[src/rtl/hall_if.sv]
// Hall front-end signal bundle between sensor conditioning and its consumer.
// HALL_POS_COUNT_EN adds the signed position counter output.
interface hall_if;
    logic [2:0] h_raw;
    logic       fault_clr;
    logic [2:0] h_clean;
    logic [2:0] sector;
    logic       h_edge;
    logic       dir;
    logic       h_fault;
`ifdef HALL_POS_COUNT_EN
    logic [15:0] pos_cnt;

    modport master (
        output h_raw, fault_clr,
        input  h_clean, sector, h_edge, dir, h_fault, pos_cnt
    );
    modport slave (
        input  h_raw, fault_clr,
        output h_clean, sector, h_edge, dir, h_fault, pos_cnt
    );
`else
    modport master (
        output h_raw, fault_clr,
        input  h_clean, sector, h_edge, dir, h_fault
    );
    modport slave (
        input  h_raw, fault_clr,
        output h_clean, sector, h_edge, dir, h_fault
    );
`endif
endinterface

[src/rtl/hall_input_conditioner.sv]
// Hall input synchroniser, debouncer and 6-step sequence validator.
// HALL_POS_COUNT_EN adds a wrapping 16-bit up/down position counter.
module hall_input_conditioner #(
    parameter int SYNC_STAGES     = 2,
    parameter int DEBOUNCE_CYCLES = 16,
    parameter int CNT_W           = 8
) (
    input logic clk,
    input logic rst,
    hall_if.slave bus
);
    typedef enum logic {ACQ, TRACK} state_t;

    localparam logic [CNT_W-1:0] CNT_MAX = CNT_W'(DEBOUNCE_CYCLES);
    localparam logic [CNT_W-1:0] CNT_STB = CNT_W'(DEBOUNCE_CYCLES - 1);

    logic [2:0]       sync_q [SYNC_STAGES];
    logic [2:0]       synced;
    logic [2:0]       cand_q;
    logic [CNT_W-1:0] cnt_q;
    logic             stable;

    state_t     state_q, state_d;
    logic [2:0] clean_q, clean_d;
    logic [2:0] sector_q, sector_d;
    logic       edge_q, edge_d;
    logic       dir_q, dir_d;
    logic       fault_q, fault_d;

    logic [2:0] code_sec;
    logic [3:0] step_raw;
    logic [3:0] step;

    function automatic logic [2:0] sector_of(input logic [2:0] code);
        case (code)
            3'b001:  return 3'd1;
            3'b011:  return 3'd2;
            3'b010:  return 3'd3;
            3'b110:  return 3'd4;
            3'b100:  return 3'd5;
            3'b101:  return 3'd6;
            default: return 3'd0;
        endcase
    endfunction

    always_ff @(posedge clk) begin
        if (rst) begin
            for (int i = 0; i < SYNC_STAGES; i++) sync_q[i] <= 3'b000;
        end else begin
            sync_q[0] <= bus.h_raw;
            for (int i = 1; i < SYNC_STAGES; i++) sync_q[i] <= sync_q[i-1];
        end
    end

    assign synced = sync_q[SYNC_STAGES-1];

    // Counter saturates past the stable value so each candidate fires once.
    always_ff @(posedge clk) begin
        if (rst) begin
            cand_q <= 3'b000;
            cnt_q  <= '0;
        end else if (synced != cand_q) begin
            cand_q <= synced;
            cnt_q  <= '0;
        end else if (cnt_q != CNT_MAX) begin
            cnt_q <= cnt_q + CNT_W'(1);
        end
    end

    assign stable   = (cnt_q == CNT_STB);
    assign code_sec = sector_of(cand_q);
    assign step_raw = {1'b0, code_sec} + 4'd6 - {1'b0, sector_q};
    assign step     = (step_raw >= 4'd6) ? step_raw - 4'd6 : step_raw;

    always_comb begin
        state_d  = state_q;
        clean_d  = clean_q;
        sector_d = sector_q;
        edge_d   = 1'b0;
        dir_d    = dir_q;
        fault_d  = fault_q;
        if (bus.fault_clr && state_q == TRACK) fault_d = 1'b0;
        if (stable) begin
            unique case (state_q)
                ACQ: begin
                    if (code_sec == 3'd0) begin
                        fault_d = 1'b1;
                    end else begin
                        clean_d  = cand_q;
                        sector_d = code_sec;
                        state_d  = TRACK;
                    end
                end
                TRACK: begin
                    if (code_sec == 3'd0) begin
                        fault_d  = 1'b1;
                        sector_d = 3'd0;
                        state_d  = ACQ;
                    end else if (step != 4'd0) begin
                        clean_d  = cand_q;
                        sector_d = code_sec;
                        if (step == 4'd1) begin
                            edge_d = 1'b1;
                            dir_d  = 1'b1;
                        end else if (step == 4'd5) begin
                            edge_d = 1'b1;
                            dir_d  = 1'b0;
                        end else begin
                            fault_d = 1'b1;
                        end
                    end
                end
                default: ;
            endcase
        end
    end

    always_ff @(posedge clk) begin
        if (rst) begin
            state_q  <= ACQ;
            clean_q  <= 3'b000;
            sector_q <= 3'd0;
            edge_q   <= 1'b0;
            dir_q    <= 1'b0;
            fault_q  <= 1'b0;
        end else begin
            state_q  <= state_d;
            clean_q  <= clean_d;
            sector_q <= sector_d;
            edge_q   <= edge_d;
            dir_q    <= dir_d;
            fault_q  <= fault_d;
        end
    end

    assign bus.h_clean = clean_q;
    assign bus.sector  = sector_q;
    assign bus.h_edge  = edge_q;
    assign bus.dir     = dir_q;
    assign bus.h_fault = fault_q;

`ifdef HALL_POS_COUNT_EN
    logic [15:0] pos_q;

    always_ff @(posedge clk) begin
        if (rst) begin
            pos_q <= 16'h0000;
        end else if (edge_d) begin
            pos_q <= dir_d ? pos_q + 16'd1 : pos_q - 16'd1;
        end
    end

    assign bus.pos_cnt = pos_q;
`endif
endmodule
[src/flat_wrapper.sv]
// flat-port wrapper written by rule: the top's interface ports become plain ports
module hall_input_conditioner_flat 
#(
    parameter int SYNC_STAGES     = 2,
    parameter int DEBOUNCE_CYCLES = 16,
    parameter int CNT_W           = 8
)
  (clk, rst, bus_h_raw, bus_fault_clr, bus_h_clean, bus_sector, bus_h_edge, bus_dir, bus_h_fault);
  hall_if bus_i ();
  input logic clk;
  input logic rst;
  input wire logic [$bits(bus_i.h_raw)-1:0] bus_h_raw;
  input wire logic [$bits(bus_i.fault_clr)-1:0] bus_fault_clr;
  output wire logic [$bits(bus_i.h_clean)-1:0] bus_h_clean;
  output wire logic [$bits(bus_i.sector)-1:0] bus_sector;
  output wire logic [$bits(bus_i.h_edge)-1:0] bus_h_edge;
  output wire logic [$bits(bus_i.dir)-1:0] bus_dir;
  output wire logic [$bits(bus_i.h_fault)-1:0] bus_h_fault;
  assign bus_i.h_raw = bus_h_raw;
  assign bus_i.fault_clr = bus_fault_clr;
  assign bus_h_clean = bus_i.h_clean;
  assign bus_sector = bus_i.sector;
  assign bus_h_edge = bus_i.h_edge;
  assign bus_dir = bus_i.dir;
  assign bus_h_fault = bus_i.h_fault;
  hall_input_conditioner #(.SYNC_STAGES(SYNC_STAGES), .DEBOUNCE_CYCLES(DEBOUNCE_CYCLES), .CNT_W(CNT_W)) u_core (.clk(clk), .rst(rst), .bus(bus_i));
endmodule
[config.mk]
export PLATFORM = sky130hd
export DESIGN_NAME = hall_input_conditioner_flat
export DESIGN_NICKNAME = d
export VERILOG_FILES = /design/src/rtl/hall_if.sv /design/src/rtl/hall_input_conditioner.sv /design/src/flat_wrapper.sv
export SDC_FILE = /design/constraint.sdc
export NUM_CORES = 1
export LEC_CHECK = 0
export BUFFER_PORTS_ARGS = -buffer_cell sky130_fd_sc_hd__buf_2
export CAP_MARGIN = 20
export CORE_MARGIN = 2
export CORE_UTILIZATION = 39
export DETAILED_ROUTE_END_ITERATION = 6
export PLACE_DENSITY = 0.66
export SETUP_SLACK_MARGIN = 0.15
export SLEW_MARGIN = 20
export SYNTH_ARGS = -nofsm -noshare
export SYNTH_HDL_FRONTEND = slang
export SYNTH_SLANG_ARGS = --single-unit
[constraint.sdc]
create_clock -name clk -period 4.2 [get_ports clk]
set_input_delay 0.21 -clock clk [delete_from_list [all_inputs] [get_ports clk]]
set_output_delay 0.21 -clock clk [all_outputs]
set_load 0.01 [all_outputs]
Word level (Yosys, flattened, before mapping)
Memory sizes are Yosys's and may differ from the RTL's.
Cells that the tools add are included.
{"block": "word_totals", "regBits": 21, "mem_bits_rw": 6, "inputBits": 6, "output_inout_bits": 9, "n_memories": 1}
{"name": "u_core.sync_q", "words": 2, "width": 3, "rd": 2, "rd_ports_with_merged_regs": 0, "wr": 2, "line_no": "hall_input_conditioner.sv:17", "rtl": "logic [2:0] sync_q [SYNC_STAGES];"}
{"block": "op_classes", "n_addsub": 4, "order_cmp": 1, "n_eq_ne": 15, "mux": 28, "n_bitwise": 6, "n_reduce_logical": 9}
{"operator": "two-way mux 3 bit", "n": 8}
{"operator": "one-hot mux 3 bit (6 select lines)", "n": 1}
{"operator": "two-way mux 1 bit", "n": 15}
{"operator": "one-hot mux 3 bit (2 select lines)", "n": 2}
{"operator": "equality test 3 bit (second input constant)", "n": 3}
{"operator": "adder 8 x 1 -> 8 bit (second input constant)", "n": 1}
{"operator": "equality test 8 x 4 -> 1 bit (second input constant)", "n": 1}
{"operator": "inequality test 8 x 5 -> 1 bit (second input constant)", "n": 1}
{"operator": "equality test 3 x 2 -> 1 bit (second input constant)", "n": 2}
{"operator": "inequality test 2 bit (second input constant)", "n": 3}
{"operator": "AND reduction 5 bit", "n": 1}
{"operator": "OR reduction 5 bit", "n": 1}
{"operator": "adder 3 x 3 -> 4 bit (second input constant)", "n": 1}
{"operator": "equality test 4 x 1 -> 1 bit (second input constant)", "n": 1}
{"operator": "equality test 4 x 3 -> 1 bit (second input constant)", "n": 1}
{"operator": "greater-or-equal comparator 4 x 3 -> 1 bit (second input constant)", "n": 1}
{"operator": "two-way mux 4 bit", "n": 1}
{"operator": "inverter 1 bit", "n": 4}
{"operator": "AND reduction 4 bit", "n": 1}
{"operator": "nonzero test 4 bit", "n": 1}
{"operator": "subtractor 4 x 3 -> 4 bit", "n": 1}
{"operator": "subtractor 4 x 3 -> 4 bit (second input constant)", "n": 1}
{"operator": "equality test 3 x 1 -> 1 bit (second input constant)", "n": 1}
{"operator": "zero test 3 bit", "n": 1}
{"operator": "other kinds (8)", "n": 9}

Longest topological paths before layout
Gate-level depths: netlist of run 1.
{"block": "logic_depth", "ltp_word": 13, "mapped_depth": 13, "depth_no_buf": 12}

Worst setup path before layout of run 1
Ideal clock, no wire load.
{"block": "synth_path", "kind": "flip-flop to flip-flop", "startpoint": "register u_core.cand_q[0]", "endpoint": "register u_core.dir_q (netlist: u_core.bus.dir)", "setup_ns": 0.128, "t_arrival_ns": 3.195, "required_time_ns": 4.072, "path_slack_ns": 0.878, "stages_incl_launch_ff": 14, "path_buffers": 1, "period_less_slack_ns": 3.322, "cell_sequence": "dfxtp_1 clkbuf_1 nor2b_1 mux2i_1 ha_1 inv_1 ha_1 fa_1 ha_1 or2b_2 mux2_2 or4_4 mux2i_1 nor2_1"}
{"block": "synth_between", "elab_chain_cells": 9, "elab_cells_between_ends": 20, "cone_classes": "add/sub (3); order compare (1); eq/ne (8); mux (3); bitwise (1); reduce/logical (4)"}
{"item": "from (decl)", "line_no": "hall_input_conditioner.sv:19", "rtl": "logic [2:0] cand_q;"}
{"item": "from (signal assigned)", "line_no": "hall_input_conditioner.sv:63", "rtl": "cand_q <= synced;"}
{"item": "equality test 3 bit, or another cell as far along", "line_no": "hall_input_conditioner.sv:35", "rtl": "case (code)"}
{"item": "one-hot mux 3 bit (6 select lines) (*)", "line_no": "hall_input_conditioner.sv:35"}
{"item": "adder 3 x 3 -> 4 bit", "line_no": "hall_input_conditioner.sv:72", "rtl": "assign step_raw = {1'b0, code_sec} + 4'd6 - {1'b0, sector_q};"}
{"item": "subtractor 4 x 3 -> 4 bit", "line_no": "hall_input_conditioner.sv:72"}
{"item": "subtractor 4 x 3 -> 4 bit / greater-or-equal comparator 4 x 3 -> 1 bit (equally long branches)", "line_no": "hall_input_conditioner.sv:73", "rtl": "assign step = (step_raw >= 4'd6) ? step_raw - 4'd6 : step_raw;"}
{"item": "two-way mux 4 bit", "line_no": "hall_input_conditioner.sv:73"}
{"item": "equality test 4 x 3 -> 1 bit / equality test 4 x 1 -> 1 bit (equally long branches)", "line_no": "hall_input_conditioner.sv:105, hall_input_conditioner.sv:102"}
{"item": "nonzero test 2 bit (no source line)"}
{"item": "AND reduction 5 bit (no source line)"}
{"item": "to (signal assigned)", "line_no": "hall_input_conditioner.sv:131", "rtl": "dir_q <= dir_d;"}
{"item": "to (decl)", "line_no": "hall_input_conditioner.sv:27", "rtl": "logic dir_q, dir_d;"}
Every way passes the cells marked *; elsewhere a longest branch is shown, timed or not.
A chain may end at the register's enable or synchronous reset.

Worst setup path in the final report of run 1
{"block": "layout_path", "startpoint": "register u_core.cand_q[0]", "endpoint": "register u_core.sector_q[1] (netlist: u_core.bus.sector[1])"}
{"block": "layout_between", "elab_chain_cells": 9, "elab_cells_between_ends": 21, "cone_classes": "add/sub (3); order compare (1); eq/ne (8); mux (6); reduce/logical (3)"}
{"item": "equality test 3 bit, or another cell as far along", "line_no": "hall_input_conditioner.sv:35"}
{"item": "one-hot mux 3 bit (6 select lines) (*)", "line_no": "hall_input_conditioner.sv:35"}
{"item": "adder 3 x 3 -> 4 bit", "line_no": "hall_input_conditioner.sv:72"}
{"item": "subtractor 4 x 3 -> 4 bit", "line_no": "hall_input_conditioner.sv:72"}
{"item": "subtractor 4 x 3 -> 4 bit / greater-or-equal comparator 4 x 3 -> 1 bit (equally long branches)", "line_no": "hall_input_conditioner.sv:73"}
{"item": "two-way mux 4 bit", "line_no": "hall_input_conditioner.sv:73"}
{"item": "nonzero test 4 bit", "line_no": "hall_input_conditioner.sv:99", "rtl": "end else if (step != 4'd0) begin"}
{"item": "inequality test 3 bit (no source line)"}
{"item": "AND reduction 3 bit (no source line)"}
{"item": "to (signal assigned)", "line_no": "hall_input_conditioner.sv:129", "rtl": "sector_q <= sector_d;"}
{"item": "to (decl)", "line_no": "hall_input_conditioner.sv:25", "rtl": "logic [2:0] sector_q, sector_d;"}
Every way passes the cells marked *; elsewhere a longest branch is shown, timed or not. The select of a mux whose other input is x is not followed.

==> results of run 1 <==
## layer usage
layer | GRT usage [%] | routed length, microns
met1 | 15.6 | 1110
met2 | 22.2 | 1150
met3 | 3.39 | 94
met4 | 4.89 | 45
met5 | 0 | 0
## registers in the layout, indices dropped and copies added (netlist names)
register	count
u_core.bus.dir	1
u_core.bus.h_clean	3
u_core.bus.h_edge	1
u_core.bus.h_fault	1
u_core.bus.sector	3
u_core.cand_q	3
u_core.cnt_q	8
u_core.state_q	1
u_core.sync_q	6
## worst max-delay path, cell delays in order, from the launching register on
cell and delay [ns]:
dfxtp_1 0.52, nor2b_1 0.17, mux2i_1 0.11, ha_1 0.30
inv_1 0.04, ha_1 0.19, fa_1 0.52, ha_1 0.35
and4b_1 0.21, a211o_1 0.31, a21oi_1 0.34, a21oi_1 0.13
a311oi_1 0.23
## final cells by class
class	count	area, sq um	share of cell area [%]
sequential	27	541	35.9
inverter	8	30.0	2.00
clock buffer	3	22.5	1.50
multi-input combinational	111	778	51.7
clock inverter	1	5.00	0.333
timing repair buffer	14	70.1	4.66
tap	46	57.6	3.83
## power by group through the flow
stage | logic (mW) | clock network (mW) | registers (mW)
floorplan | 0.0402 | 0 | 0.270
global placement | 0.0465 | 0 | 0.272
detailed placement | 0.0487 | 0 | 0.273
CTS | 0.0489 | 0.116 | 0.267
global route | 0.0548 | 0.124 | 0.268
finish | 0.0485 | 0.108 | 0.267
## kinds of logic after synthesis
family	Yosys count	synth area share, %
flip-flops	27	39.5
AO/OA/AOI/OAI	19	8.97
multiplexers	7	5.22
adder cells (fa/ha/maj)	8	7.87
XOR/XNOR	11	7.04
buffers and inverters	13	3.57
AND/OR/NAND/NOR	66	27.8
## worst paths after layout
check | from | end | depth (start not counted)
setup / recovery | u_core.cand_q[0]$_SDFFE_PP0P_ | u_core.bus.sector[1]$_SDFFE_PP0P_ | 12
hold / removal | bus_h_raw[0] | u_core.sync_q[0][0]$_SDFF_PP0_ | 2
setup reg to reg | u_core.cand_q[0]$_SDFFE_PP0P_ | u_core.bus.sector[1]$_SDFFE_PP0P_ | 12
hold reg to reg | u_core.sync_q[0][1]$_SDFF_PP0_ | u_core.sync_q[0][4]$_SDFF_PP0_ | 1
## metrics by stage
stage	power [mW]	area (sq um)	instances
after floorplan	0.310	1370	151
after CTS	0.432	1500	210
final	0.424	1500	210
after global placement	0.319	1480	206
after detailed placement	0.322	1480	206
after global routing	0.447	1500	210
## cell usage in the layout (no fill, tap or decap), types with 2 or more instances in the layout
cell type and n:
or4_4 2, nor2b_1 10, o211ai_1 2, inv_1 8, nor2_1 14, clkbuf_4 3, nand3_1 6, xnor2_1 7
buf_2 14, nor3_1 3, xor2_1 4, a21oi_1 8, nand2_1 13, mux2i_1 6, dfxtp_1 27, o21ai_0 2
ha_1 7, nor3b_1 3, and3_1 3
==> impl_results.md, run 1 <==
* Status: finished clean
* IO Pins at 15
* Fin Hold WS at around 0.08 ns
* Clock transition at path regs at 0.13 ns
* Pins Over Slew Limit at 0
* Vias/cell at a little over 5
* Clock Power Share at 25.6%
* Maximum clock rate at roughly 280 MHz
* Int Power at about 320 uW
* IO Port Bufs at 14
* Leak at approximately 0.65 nW
* All-layer global routing usage at between 10% and 20%
* CTS buffer count at 3
* PwrDens at 282 nW/um^2
* RSZ-0062 raised after global routing: false
* Most common cell in the synthesized netlist: dfxtp_1
* Net Switching at approximately 100 uW
* Antenna cell count at 0
* Die outline height at 63.2 microns
* Pin count of the biggest net entering global routing at 21
* Fillers at 368
* Syn nets at between 150 and 200
* Post-CTS Setup Bufs at 0
* DR vias at 1070
* Die Width at around 63 microns
* Max-Cap Viols at 0
* Final setup fails at 0
* Critical Path Start Type: flip-flop
* Critical Path End Type: flip-flop
* Core area at 3360 sq um
* Average size of a mapped cell at between 9 and 10 sq um
* Cell count after synthesis at approximately 150
* Routability cong. at 0.775
* Total Routed Length at ~2400 microns
* Vias in the first global route at about 970
* Antenna violations before repair at 0
* Die ar. at between 3000 and 4000 sq um
* Initial Util at 40.7%
* Synth cell types at 39
* TNS Setup at 0 ns
* Antenna viol nets, final at 0
* WP data required at 4.45 ns
* VDD IR max at around 0.19 mV
* Root Driver: clkbuf_4
* Layout cells sized above 1 at between 15 and 20%
* DRC viols at 0
* Area Growth Syn to Fin at 9.97%
* Tcrit/Tclk final at 83.6%
* Clk_lat worst skew at approximately 0.32 ns
* Fin. Hold Viols at 0
* CP Max Fanout at 10
* Post_cts resized at 0
* Yosys top cell area share at 39.5%
* Routed len/inst at 11.4 microns
* Sequential power share at 63.0%
* Worst Tran Pin Value at 0.539 ns
* Clock Skew at 0.00320 ns
* Gr ovfl total at 0
* Combinational Power Share at between 10 and 15%
* First-pass GRT wire length at 4190 microns
* Sw frac at 24.7%
* Synth Flop Type: dfxtp_1
* Worst Path Arrival at 3.76 ns
* Final Util at 44.7%
* Dominant cell type by area after synthesis: dfxtp_1
* Yosys reg bits at 27
* Post-synth EDFFs at 0
* Iteration-0 DRC Markers at 81
* Worst slack, placed at 0.741 ns
* Top cells by count, synth: 27 x dfxtp_1, 14 x nor2_1, 13 x nand2_1
* CTS H-tree lvls at 1
* Clock buffer depth at 2
* Seq/Total Area, Yosys at approximately two fifths
* Hold buffer count at CTS at 0
* Warning count from the yosys run at 0
* PnR worst setup slack at ~0.7 ns
* R2R Setup Slk at 0.69 ns
* Relative slew slack at 64.0%
* Post-synthesis cell area at ~1400 sq um
* Hpwl dp at between 1500 and 2000 microns
* Row Count at 21
* DRT Pass-1 Iters at 5
* Ranking of synthesized cells by area: dfxtp_1 40%, ha_1 6.4%, nor2b_1 4.6%
* Clock Sinks at 27
* Hold Path Class: primary input to flip-flop
* CTS tree: built
* Ys async rst share at 0%
* Crit path kind: flip-flop to flip-flop
* Final nets at 179
* Final worst path period need at between 3 and 4 ns
(Power assumes the default switching activity.)
==> inputs of run 2 (changes only) <==
Settings changed: ABC_AREA from default to 1.
Clock period 4.2 ns to 3.68 ns, I/O delays scaled along.
==> impl_results.md, run 2 <==
* Clk_lat worst skew at 0.32 ns
* Area Growth Syn to Fin at 10.3%
* WP data required at 3.95 ns
* CTS buffer count at 3
* Root Driver: clkbuf_4
* Clock Sinks at 27
* IO Port Bufs at 14
* Max reg flops at 8
* TNS Setup at 0 ns
* Gr ovfl total at 0
* Clock buffer depth at 2
* Vias/cell at approximately 4.4
* Critical path cell sequence: nor2_1 > a21oi_1 > o21ai_0 > ha_1 > inv_1 > ha_1 > fa_1 > ha_1 > inv_1 > nand2_1 > nand2_1 > nand2_2 > nor2_4 > nand2_1 > nand2_4 > nand2_4 > nand2_1 > nand2_1 > nor2_1
* PwrDens at 312 nW/um^2
* Leak at 0.711 nW
* VDD IR max at between 0.15 and 0.2 mV
* Relative slew slack at 75.1%
* Vias in the first global route at 1035
* DRC viols at 0
* Hpwl dp at 1780 microns
* Core area at 3360 sq um
* Clock transition at path regs at 0.13 ns
* Slowest stage cell, crit path: fa_1
* Row Count at 21
* Antenna violations before repair at 0
* Worst Path Arrival at 3.21 ns
* Commonest non-fill, non-tap cell in the layout: nand2_1
* Most frequent cells in the layout: 36 x nand2_1, 28 x inv_1, 27 x dfxtp_1, 24 x nor2_1, 14 x buf_2
* Crit path kind: flip-flop to flip-flop
* Pin count of the biggest net entering global routing at 18
* Met3 Usage GRT at approximately 2.3%
* Initial Util at 41.0%
* R2R depth at 19
* Pins Over Slew Limit at 0
* First-pass GRT wire length at 4140 microns
* Met2 Usage GRT at 22.1%
* DRT Pass-1 Iters at 4
* CP Max Fanout at 6
* CP top delay family: adder cells
* Routed len/inst at 9.02 microns
* RSZ-0062 raised after global routing: false
* Hold buffer count at CTS at 0
* CTS H-tree lvls at 1
* Syn nets at 196
* Biggest regs: u_core.cnt_q: 8 flops, u_core.sync_q: 6 flops
* IO Pins at 15
* Max-Cap Viols at 0
* Seq/Total Area, Yosys at 39.2%
* Post_cts resized at 0
* WP buf/inv at 2
* Synth cell types at 29
* M1 GR Usage at 15.5%
* Warning count from the yosys run at 0
* Post-CTS Setup Bufs at 0
* CP most frequent cell: nand2_1
* DR vias at 1075
* Levels on crit path at 19
* Die Width at approximately 63 microns
* Fin. Hold Viols at 0
* Final nets at 213
* Ranking of synthesized cells by area: dfxtp_1 39%, nand2_1 9.8%, inv_1 7.6%
* Ys async rst share at 0%
* Final worst path period need at just under 3 ns
* Yosys top cell area share at 39.2%
* Post-synth EDFFs at 0
* Top Usage Layer GRT: met2
* Status: finished clean
* Top cells by count, synth: 36 x nand2_1, 28 x inv_1, 27 x dfxtp_1
* Synth Flop Type: dfxtp_1
* Average size of a mapped cell at between 7 and 8 sq um
* Worst Tran Pin Value at 0.371 ns
* Clock Skew at about 0.0033 ns
* Post-synthesis cell area at about 1400 sq um
* CP peak stage delay at 0.48 ns
* Critical Path Start Type: flip-flop
* Most common cell in the synthesized netlist: nand2_1
* Total Routed Length at 2200 microns
* Cell count after synthesis at 182
* Critical Path End Type: flip-flop
* Antenna cell count at 0
* Hold Path Depth at 3
* Final Util at 45.3%
* CTS tree: built
* Antenna viol nets, final at 0
* Maximum clock rate at roughly 340 MHz
* Iteration-0 DRC Markers at 35
* Die ar. at roughly 4000 sq um
* Largest Register: u_core.cnt_q
* Tcrit/Tclk final at 79.7%
* Yosys reg bits at 27
* Layout cells sized above 1 at 18.7%
* All-layer global routing usage at 13.0%
* Final setup fails at 0
* Routability cong. at 0.744
* Die outline height at ~63 microns
* Hold Path Class: primary input to flip-flop
* Dominant cell type by area after synthesis: dfxtp_1
-- run 2: cell count changes after synthesis, moves of 7 or more --
| cell | previous run | this run |
|---|---|---|
| nand2_1 | 13 | 36 |
| inv_1 | 8 | 28 |
| nor2_1 | 14 | 24 |
| nor2b_1 | 10 | 0 |
| xnor2_1 | 7 | 0 |
-- run 2: power breakdown --
part / internal, mW / switching (mW)
registers: 0.298 / 0.00408
clock network: 0.0425 / 0.0845
logic: 0.0174 / 0.0284
-- run 2: path summary, 6_finish.rpt --
kind,from,slack [ns],end
min,bus_h_raw[0],0.05,u_core.sync_q[0][0]$_SDFF_PP0_
max reg2reg,u_core.cand_q[1]$_SDFFE_PP0P_,0.75,u_core.bus.sector[1]$_SDFFE_PP0P_
min reg2reg,u_core.sync_q[0][0]$_SDFF_PP0_,0.41,u_core.sync_q[0][3]$_SDFF_PP0_
max,u_core.cand_q[1]$_SDFFE_PP0P_,0.75,u_core.bus.sector[1]$_SDFFE_PP0P_
-- run 2: layout make-up --
type	instances	area (sq um)
Timing Repair Buffer	14	70.1
Clock buffer	4	26.3
Inverter	31	118
Multi-Input combinational cell	122	711
Fill cell	376	1840
Sequential cell	27	541
Tap cell	46	57.6
-- run 2: kinds of logic (layout without fill, tap and decap cells) --
kind of cell	after synthesis	count (layout)	share of synthesized area (%)
and+or+nand+nor	91	91	33.6
buffers and inverters	33	49	9.34
DFF	27	27	39.2
AOI/OAI and AO/OA	18	18	6.89
adders and majority gates	8	8	7.80
xor gates and xnor gates	5	5	3.17
-- run 2: worst register-to-register path, cell delays in order, from the launching register on --
cell,delay (ns)
dfxtp_1,0.44
nor2_1,0.11
a21oi_1,0.11
o21ai_0,0.12
ha_1,0.29
inv_1,0.04
ha_1,0.19
fa_1,0.48
ha_1,0.29
inv_1,0.05
nand2_1,0.04
nand2_1,0.06
nand2_2,0.07
nor2_4,0.09
nand2_1,0.13
nand2_4,0.13
nand2_4,0.06
nand2_1,0.05
nand2_1,0.04
nor2_1,0.07
-- run 2: metal layers --
metal	vias to the layer above	part of all wire (%)
met5	-	0
met4	0	2.2
met3	5	2.7
met2	11	46
met1	463	49
li1	596	-
-- run 2: through the flow --
stage	std cells	power (mW)	hold slack [ns]	setup WS (ns)	cell area, sq um
floorplan	182	0.346	0.291	0.951	1380
global placement	240	0.355	0.383	0.802	1500
finish	244	0.475	0.0485	0.748	1520
global route	244	0.502	0.0351	0.433	1520
detailed placement	240	0.355	0.394	0.751	1500
CTS	244	0.483	0.0376	0.730	1520
